File: config.mk
export PLATFORM = sky130hd
export DESIGN_NAME = uart_rx_frame
export DESIGN_NICKNAME = d
export VERILOG_FILES = /design/src/rtl/uart_rx_frame_pkg.sv /design/src/rtl/uart_rx_frame_sampler.sv /design/src/rtl/uart_rx_frame.sv
export SDC_FILE = /design/constraint.sdc
export NUM_CORES = 1
export LEC_CHECK = 0
export CORE_MARGIN = 1.5
export CORE_UTILIZATION = 40
export CTS_CLUSTER_DIAMETER = 30
export DETAILED_ROUTE_END_ITERATION = 16
export GPL_TIMING_DRIVEN = 0
export HOLD_SLACK_MARGIN = 0.05
export SLEW_MARGIN = 30
export SYNTH_ARGS = -nofsm -noshare
export SYNTH_HDL_FRONTEND = slang
export SYNTH_HIERARCHICAL = 1
export SYNTH_SLANG_ARGS = --single-unit
File: constraint.sdc
create_clock -name clk -period 6.98 [get_ports clk]
set_input_delay 2.094 -clock clk [delete_from_list [all_inputs] [get_ports clk]]
set_output_delay 2.094 -clock clk [all_outputs]
set_load 0.05 [all_outputs]
File: src/rtl/uart_rx_frame_pkg.sv
// Shared UART receive definitions: FSM states, legal oversampling ratios, parity encoding.
package uart_rx_frame_pkg;

    typedef enum logic [2:0] {
        StIdle,
        StStart,
        StData,
        StParity,
        StStop
    } rx_state_e;

    localparam logic [5:0] Prescale8  = 6'd8;
    localparam logic [5:0] Prescale16 = 6'd16;
    localparam logic [5:0] Prescale32 = 6'd32;

    // Same encoding as the transmit side.
    typedef enum logic {
        ParEven = 1'b0,
        ParOdd  = 1'b1
    } par_typ_e;

    function automatic logic [5:0] legal_prescale(input logic [5:0] p);
        logic [5:0] r;
        case (p)
            Prescale8, Prescale16, Prescale32: r = p;
            default:                           r = Prescale8;
        endcase
        return r;
    endfunction

endpackage

File: src/rtl/uart_rx_frame_sampler.sv
// Bit-period counter and 2-of-3 majority vote around the bit centre.
module uart_rx_frame_sampler (
    input  logic       clk,
    input  logic       rst,
    input  logic       active,
    input  logic       start,
    input  logic       rx,
    input  logic [5:0] prescale,
    output logic       rx_bit,
    output logic       bit_done
);

    logic [5:0] edge_cnt_q, edge_cnt_d;
    logic [5:0] half;
    logic       s0_q, s1_q, bit_q;

    assign half = prescale >> 1;

    always_comb begin
        edge_cnt_d = 6'd0;
        // The IDLE cycle that saw the start edge is already count 0.
        if (start) begin
            edge_cnt_d = 6'd1;
        end else if (active) begin
            edge_cnt_d = (edge_cnt_q == prescale - 6'd1) ? 6'd0 : edge_cnt_q + 6'd1;
        end
    end

    always_ff @(posedge clk) begin
        if (rst) begin
            edge_cnt_q <= 6'd0;
            s0_q       <= 1'b0;
            s1_q       <= 1'b0;
            bit_q      <= 1'b0;
        end else begin
            edge_cnt_q <= edge_cnt_d;
            if (active && edge_cnt_q == half - 6'd1) s0_q <= rx;
            if (active && edge_cnt_q == half)        s1_q <= rx;
            if (active && edge_cnt_q == half + 6'd1) begin
                bit_q <= (s0_q & s1_q) | (s0_q & rx) | (s1_q & rx);
            end
        end
    end

    assign rx_bit   = bit_q;
    assign bit_done = active && (edge_cnt_q == prescale - 6'd1);

endmodule

File: src/rtl/uart_rx_frame.sv
// UART frame receiver: start/data/parity/stop FSM, payload shift register, error pulses.
module uart_rx_frame
    import uart_rx_frame_pkg::*;
#(
    parameter int unsigned DATA_WIDTH = 8
) (
    input  logic                  clk,
    input  logic                  rst,
    input  logic                  RX_IN,
    input  logic [5:0]            Prescale,
    input  logic                  PAR_EN,
    input  logic                  PAR_TYP,
    output logic [DATA_WIDTH-1:0] P_DATA,
    output logic                  Data_Valid,
    output logic                  Par_Err,
    output logic                  Stp_Err
);

    localparam int unsigned CntW = (DATA_WIDTH > 1) ? $clog2(DATA_WIDTH) : 1;

    rx_state_e             state_q, state_d;
    logic [CntW-1:0]       bit_cnt_q, bit_cnt_d;
    logic [DATA_WIDTH-1:0] shift_q, shift_d;
    logic [DATA_WIDTH-1:0] p_data_q, p_data_d;
    logic                  par_fail_q, par_fail_d;
    logic                  dv_q, dv_d, pe_q, pe_d, se_q, se_d;
    logic [5:0]            prescale_q, prescale_d;
    logic                  par_en_q, par_en_d;
    par_typ_e              par_typ_q, par_typ_d;
    logic                  armed_q;
    logic                  start, rx_bit, bit_done, exp_par;

    // After reset, wait for the line to go high so only a true falling edge starts a frame.
    assign start   = (state_q == StIdle) && armed_q && !RX_IN;
    assign exp_par = (par_typ_q == ParOdd) ? ~(^shift_q) : ^shift_q;

    uart_rx_frame_sampler u_sampler (
        .clk      (clk),
        .rst      (rst),
        .active   (state_q != StIdle),
        .start    (start),
        .rx       (RX_IN),
        .prescale (prescale_q),
        .rx_bit   (rx_bit),
        .bit_done (bit_done)
    );

    always_comb begin
        state_d    = state_q;
        bit_cnt_d  = bit_cnt_q;
        shift_d    = shift_q;
        p_data_d   = p_data_q;
        par_fail_d = par_fail_q;
        prescale_d = prescale_q;
        par_en_d   = par_en_q;
        par_typ_d  = par_typ_q;
        dv_d       = 1'b0;
        pe_d       = 1'b0;
        se_d       = 1'b0;
        unique case (state_q)
            StIdle: begin
                if (start) begin
                    state_d    = StStart;
                    prescale_d = legal_prescale(Prescale);
                    par_en_d   = PAR_EN;
                    par_typ_d  = par_typ_e'(PAR_TYP);
                    par_fail_d = 1'b0;
                    bit_cnt_d  = '0;
                end
            end
            StStart: begin
                if (bit_done) state_d = rx_bit ? StIdle : StData;
            end
            StData: begin
                if (bit_done) begin
                    shift_d                 = shift_q >> 1;
                    shift_d[DATA_WIDTH-1]   = rx_bit;
                    if (bit_cnt_q == CntW'(DATA_WIDTH - 1)) begin
                        bit_cnt_d = '0;
                        state_d   = par_en_q ? StParity : StStop;
                    end else begin
                        bit_cnt_d = bit_cnt_q + 1'b1;
                    end
                end
            end
            StParity: begin
                if (bit_done) begin
                    par_fail_d = (rx_bit != exp_par);
                    state_d    = StStop;
                end
            end
            StStop: begin
                if (bit_done) begin
                    state_d = StIdle;
                    se_d    = ~rx_bit;
                    pe_d    = par_fail_q;
                    dv_d    = rx_bit & ~par_fail_q;
                    if (rx_bit && !par_fail_q) p_data_d = shift_q;
                end
            end
            default: state_d = StIdle;
        endcase
    end

    always_ff @(posedge clk) begin
        if (rst) begin
            state_q    <= StIdle;
            bit_cnt_q  <= '0;
            shift_q    <= '0;
            p_data_q   <= '0;
            par_fail_q <= 1'b0;
            prescale_q <= Prescale8;
            par_en_q   <= 1'b0;
            par_typ_q  <= ParEven;
            dv_q       <= 1'b0;
            pe_q       <= 1'b0;
            se_q       <= 1'b0;
            armed_q    <= 1'b0;
        end else begin
            state_q    <= state_d;
            bit_cnt_q  <= bit_cnt_d;
            shift_q    <= shift_d;
            p_data_q   <= p_data_d;
            par_fail_q <= par_fail_d;
            prescale_q <= prescale_d;
            par_en_q   <= par_en_d;
            par_typ_q  <= par_typ_d;
            dv_q       <= dv_d;
            pe_q       <= pe_d;
            se_q       <= se_d;
            armed_q    <= armed_q | RX_IN;
        end
    end

    assign P_DATA     = p_data_q;
    assign Data_Valid = dv_q;
    assign Par_Err    = pe_q;
    assign Stp_Err    = se_q;

endmodule

Yosys cells after proc, flatten, opt, wreduce, memory -nomap -nowiden --
Index checks and enable logic that the tools add are counted.
Storage, ports and cells: output and inout port bits 11, register bits 44, input port bits 11
Operators by class: bitwise operators 13, reduce and logical (&&, ||, !) cells 23, add/subtract/negate cells 5, mux-type cells 21, eq/ne operators 19
Operator list (number):
- 3-bit 2-to-1 mux | 10
- 6-bit == test | 3
- 3-bit case mux with 5 select lines | 1
- 2-bit != test (second input constant) | 6
- 3-bit AND reduction | 3
- 8-bit XOR reduction | 1
- 1-bit logical AND | 7
- 5-bit by 1-bit adder with 6-bit output (second input constant) | 1
- 6-bit by 1-bit adder with 6-bit output (second input constant) | 1
- 3-bit by 2-bit == test with 1-bit output (second input constant) | 2
- 3-bit == test (second input constant) | 2
- 6-bit by 4-bit == test with 1-bit output (second input constant) | 1
- 6-bit by 5-bit == test with 1-bit output | 1
- 6-bit by 5-bit == test with 1-bit output (second input constant) | 1
- 6-bit == test (second input constant) | 1
- 1-bit 2-to-1 mux | 6
- 6-bit 2-to-1 mux | 1
- 1-bit inverter | 6
- 3-bit case mux with 2 select lines | 1
- 6-bit AND reduction | 1
- 3-bit OR reduction | 2
- 5-bit by 1-bit subtractor with 6-bit output (second input constant) | 1
- 6-bit by 1-bit subtractor with 6-bit output (second input constant) | 1
- 1-bit bitwise AND | 4
- 12 further kinds | 17

Depth between registers and ports, before layout --
Gate-level depths: netlist of the first run.
depth in word-level cells 6, gate-level depth with buffers 13, depth with buffers taken out 11

Modules after synthesis --
The synthesis of the first run kept the hierarchy.
By module, submodules not included:
- uart_rx_frame | area an instance 1517.7 µm², cells each 155, times used 1, sequential area each 700.7 µm²
- uart_rx_frame_sampler | area an instance 854.6 µm², cells each 105, times used 1, sequential area each 180.2 µm²

Worst setup path after synthesis of the first run --
No wires, ideal clock.
kind input port to flip-flop, from input Prescale[0], to register prescale_q[4], setup time 70 ps, buffers on the path 0, arrival time 3234 ps, stages 3, slack 3676 ps, cells stage by stage or4_1 > or4b_1 > a21oi_1
On the way: longest elaborated chain between the ends 3, elaborated cells between the ends (all ways) 5, classes of those cells eq/ne: 3; mux: 1; reduce/logical: 1
Ends and longest elaborated chain:
- start: declaration | line uart_rx_frame.sv:10 | input logic [5:0] Prescale,
- 6-bit by 4-bit == test with 1-bit output, or another cell as far along | line uart_rx_frame_pkg.sv:24 | case (p)
- 3-bit OR reduction (*) | line uart_rx_frame_pkg.sv:24
- 6-bit 2-to-1 mux (*) | line uart_rx_frame_pkg.sv:24
- end signal: assignment | line uart_rx_frame.sv:112 | prescale_q <= Prescale8;
- end signal: assignment | line uart_rx_frame.sv:125 | prescale_q <= prescale_d;
- end: declaration | line uart_rx_frame.sv:27 | logic [5:0] prescale_q, prescale_d;
Every way passes the cells marked *; elsewhere a longest branch is shown, timed or not. A chain may end at the register's enable or synchronous reset.

Worst setup path after layout of the first run --
from input rst, to register p_data_q[5] (netlist: P_DATA[5])
RTL lines:
- start: declaration | line uart_rx_frame.sv:8 | input logic rst,
- end signal: assignment | line uart_rx_frame.sv:123 | p_data_q <= p_data_d;
- end: declaration | line uart_rx_frame.sv:24 | logic [DATA_WIDTH-1:0] p_data_q, p_data_d;
No word-level cell between the ends.

==> results.md, run 1 <==
- Status: finished clean
- Max Clock Skew: roughly 16 ps
- Crit-path max FO: 10
- Nets: around 310
- Compound-Gate Fraction of Synth Area: under 10%
- Worst path required time: 7150 ps
- GRT overflow: 0
- Final wirelength: 4680 um
- CP Cell Sequence: clkdlybuf4s50_1 > dlygate4sd1_1 > clkbuf_1 > nor2_1
- Vias: ~1,800
- TritonRoute pass-1 iters: 4
- Min Tclk post-route: between 3000 and 4000 ps
- Cell variety after synth: between 50 and 60
- Die Y-Extent: roughly 80 um
- Commonest non-fill, non-tap cell in the layout: dfxtp_1
- Synth Flop Type: dfxtp_1
- H-tree depth: 2
- All-Layer GR Usage: 16.8%
- Area grow syn2layout: 16.8%
- Layout cells sized above 1: about 8.3%
- Hold_sp: prescale_q[4]$_SDFFE_PP0P_
- Utilization after layout: approximately half
- Xor/xnor cell area share of the yosys netlist: a little under an eighth
- Post-synth EDFFs: 0
- Vias in the first global route: 1,802
- Post-Syn Area: approximately 0.0024 sq mm
- Cell depth of the worst flop-to-flop path: 13
- Critical Path AT: between 3000 and 4000 ps
- Beginning of the critical path: rst
- Antenna Nets Post-Route: 0
- IO buf count: 21
- Top Family by Delay on Critical Path: buffers and inverters
- Dpl hpwl: between 3000 and 4000 um
- HP Class: flop to flop
- Cell Pwr Density: a little over 200 mW/mm^2
- Simple-gate share of the synthesized area: 24.3%
- R2R setup slack: 3640 ps
- DR DRC count: 0
- CTS resizes: 0
- Setup TNS: 0 ps
- Die width: 80.0 um
- Worst R2R Start: prescale_q[2]$_SDFFE_PP0P_
- Adder-cell share of the synthesized area: 4.11%
- Die area: approximately 0.0064 sq mm
- Sequential share of the synthesized area: a little under two fifths
- Hold-fix buffers at CTS: 0
- Initial antenna violation count: 0
- First-pass GRT wire length: between 8000 and 9000 um
- Mux share of post-synthesis cell area: under 10%
- Worst Setup Start Kind: input port
- Slew Limit Headroom: 62.5%
- Worst Setup Path Type: input port to flop
- Synthesis Warnings: 6
- CP endpoint kind: flop
- CTS tree: done
- Largest net degree at the start of global routing: 15
- CP endpoint: P_DATA[5]$_SDFFE_PP0P_
- CTS root buffer: clkbuf_8
- Tcrit/Tclk final: between 50% and 60%
- Post-Synthesis Cells: 260
- Worst path bufs/invs: 3
- TritonCTS Buffers: 5
- Worst Max-Slew Pin Slew: about 560 ps
- Max Fclk: 0.276 GHz
- Final setup fails: 0
- Postcts setup bufs: 0
- Hold Violations, Final: 0
- Number of synthesized register bits: 44
- Post-DR wirelength/cell: ~13 um
- CTS sink count: 44
- DRT iter0 DRCs: 91
- Final Wtd Congestion: about 0.82
- Core area: roughly 0.0056 sq mm
- Site Rows: 27
- CP Depth: 4
- Slowest cell on crit path: clkdlybuf4s50_1
- Average vias per placed instance: approximately 5
- Synth Area per Inst: 9.12 sq um
- Max_cap viols: 0
- Worst IR drop on VDD: 0.0000920 V
- CTS clk-pin slew, worst paths: roughly 80 ps
- Post-synth ARST share: 0%
- RSZ-0062 raised after global routing: no
- Post-Syn Nets: ~280
- N_diodes: 0
- Slew Viols, Final: 0
- Initial cell density of the core: 42.3%
- Clock Latency Late Sink: approximately 300 ps
- Clk buf depth: 2
- Most frequent cells in the layout: dfxtp_1 (44), nor2_1 (35), mux2i_1 (21), clkdlybuf4s50_1 (21)
- # IOs: 22
- FF-to-FF End: shift_q[3]$_SDFFE_PP0P_
- Largest family of logic cells by synthesized area: simple AND/OR/NAND/NOR gates
- Worst path max stage delay: 660 ps
- P_leak: between 1 and 1.5 nW
routing by layer:
layer	wire length, um	share of wire [%]	track usage (%)	vias up
met5	0	0	0	-
met4	40	0.85	6.03	0
met3	143	3.1	3.43	4
met2	2000	43	24.9	22
met1	2500	53	23.9	847
li1	-	-	-	952
where the power goes:
| part | switching, W | internal, W | leakage, nW | total [W] |
|---|---|---|---|---|
| clock | 0.0000913 | 0.0000802 | 0.0434 | 0.000172 |
| combinational | 0.0000650 | 0.0000543 | 0.718 | 0.000119 |
| sequential | 0.0000101 | 0.000260 | 0.355 | 0.000270 |
| total | 0.000166 | 0.000394 | 1.12 | 0.000561 |
tightest hold or removal path: cells and delay by family (launching register included):
kind               cells  cell delay, ps
and+or+nand+nor        1              50
AOI/OAI and AO/OA      1              50
DFF                    1             310
kinds of logic after synthesis:
logic type	Yosys count
buffers and inverters	24
AOI/OAI and AO/OA	28
DFF	44
and+or+nand+nor	105
muxes	21
adders and majority gates	8
xor gates and xnor gates	30
flip-flops by register name, summed over array words and instances, names as in the netlist, 3 cells and up:
name and count:
P_DATA 8, u_sampler/edge_cnt_q 6, bit_cnt_q 3, shift_q 8, prescale_q 6, state_q 3
worst min path at each step:
stage                                       endpoint  cells after the start
after global placement    prescale_q[4]$_SDFFE_PP0P_                      2
final                     prescale_q[4]$_SDFFE_PP0P_                      2
after detailed placement  prescale_q[4]$_SDFFE_PP0P_                      2
after floorplan           prescale_q[4]$_SDFFE_PP0P_                      2
after global routing      prescale_q[4]$_SDFFE_PP0P_                      2
after CTS                 prescale_q[4]$_SDFFE_PP0P_                      2
per-stage QoR:
stage               cell area, sq um  hold slack, ps  total power (W)  setup slack [ps]  instances
finish                          2770             456         0.000561              3360        361
global route                    2770             493         0.000597              3220        361
CTS                             2770             460         0.000569              3370        361
detailed placement              2670             450         0.000395              3040        353
global placement                2670             444         0.000394              3080        353
floorplan                       2370             432         0.000367              3680        260
synthesized netlist by cell type, types with 4 or more instances:
library cell / count / area, sq um
ha_1: 7 / 87.6
a21oi_1: 7 / 35.0
nor2_1: 35 / 131
and2_1: 7 / 43.8
inv_1: 11 / 41.3
nand2b_1: 4 / 25.0
dfxtp_1: 44 / 881
nor3_1: 7 / 35.0
nand4b_1: 5 / 43.8
nor3b_1: 5 / 37.5
xor2_1: 12 / 105
mux2i_1: 21 / 210
buf_2: 5 / 25.0
xnor2_1: 16 / 140
nand2_1: 16 / 60.1
nand3_1: 9 / 45.0
final cells by class:
cell class	instances	area (sq um)
repair buffers	21	210
well taps	72	90.1
inverters	11	41.3
flip-flops and latches	44	881
clock inverters	2	15.0
clock buffers	6	82.6
plain buffers	13	78.8
multi-input cells	192	1370
fillers	569	2840
(Power assumes the default switching activity.)
==> inputs of run 2 (changes only) <==
==> constraint.sdc (replaced) <==
create_clock -name clk -period 3.7 [get_ports clk]
set_input_delay 1.11 -clock clk [delete_from_list [all_inputs] [get_ports clk]]
set_output_delay 1.11 -clock clk [all_outputs]
set_load 0.05 [all_outputs]
==> results of run 2 <==
The final DEF is identical to that of run 1. Status: finished clean.
Among the figures that moved: setup slack after placement 3040 ps -> 360 ps; clock-pin slew on the worst setup and hold paths 80 ps -> 90 ps; setup slack after layout 3360 ps -> 356 ps; start point of the critical path rst -> prescale_q[2]$_SDFFE_PP0P_; end point of the critical path P_DATA[5]$_SDFFE_PP0P_ -> shift_q[3]$_SDFFE_PP0P_; register-to-register setup slack 3640 ps -> 360 ps; total power 0.000561 W -> 0.00106 W; worst IR drop on VDD 0.0000920 V -> 0.000174 V
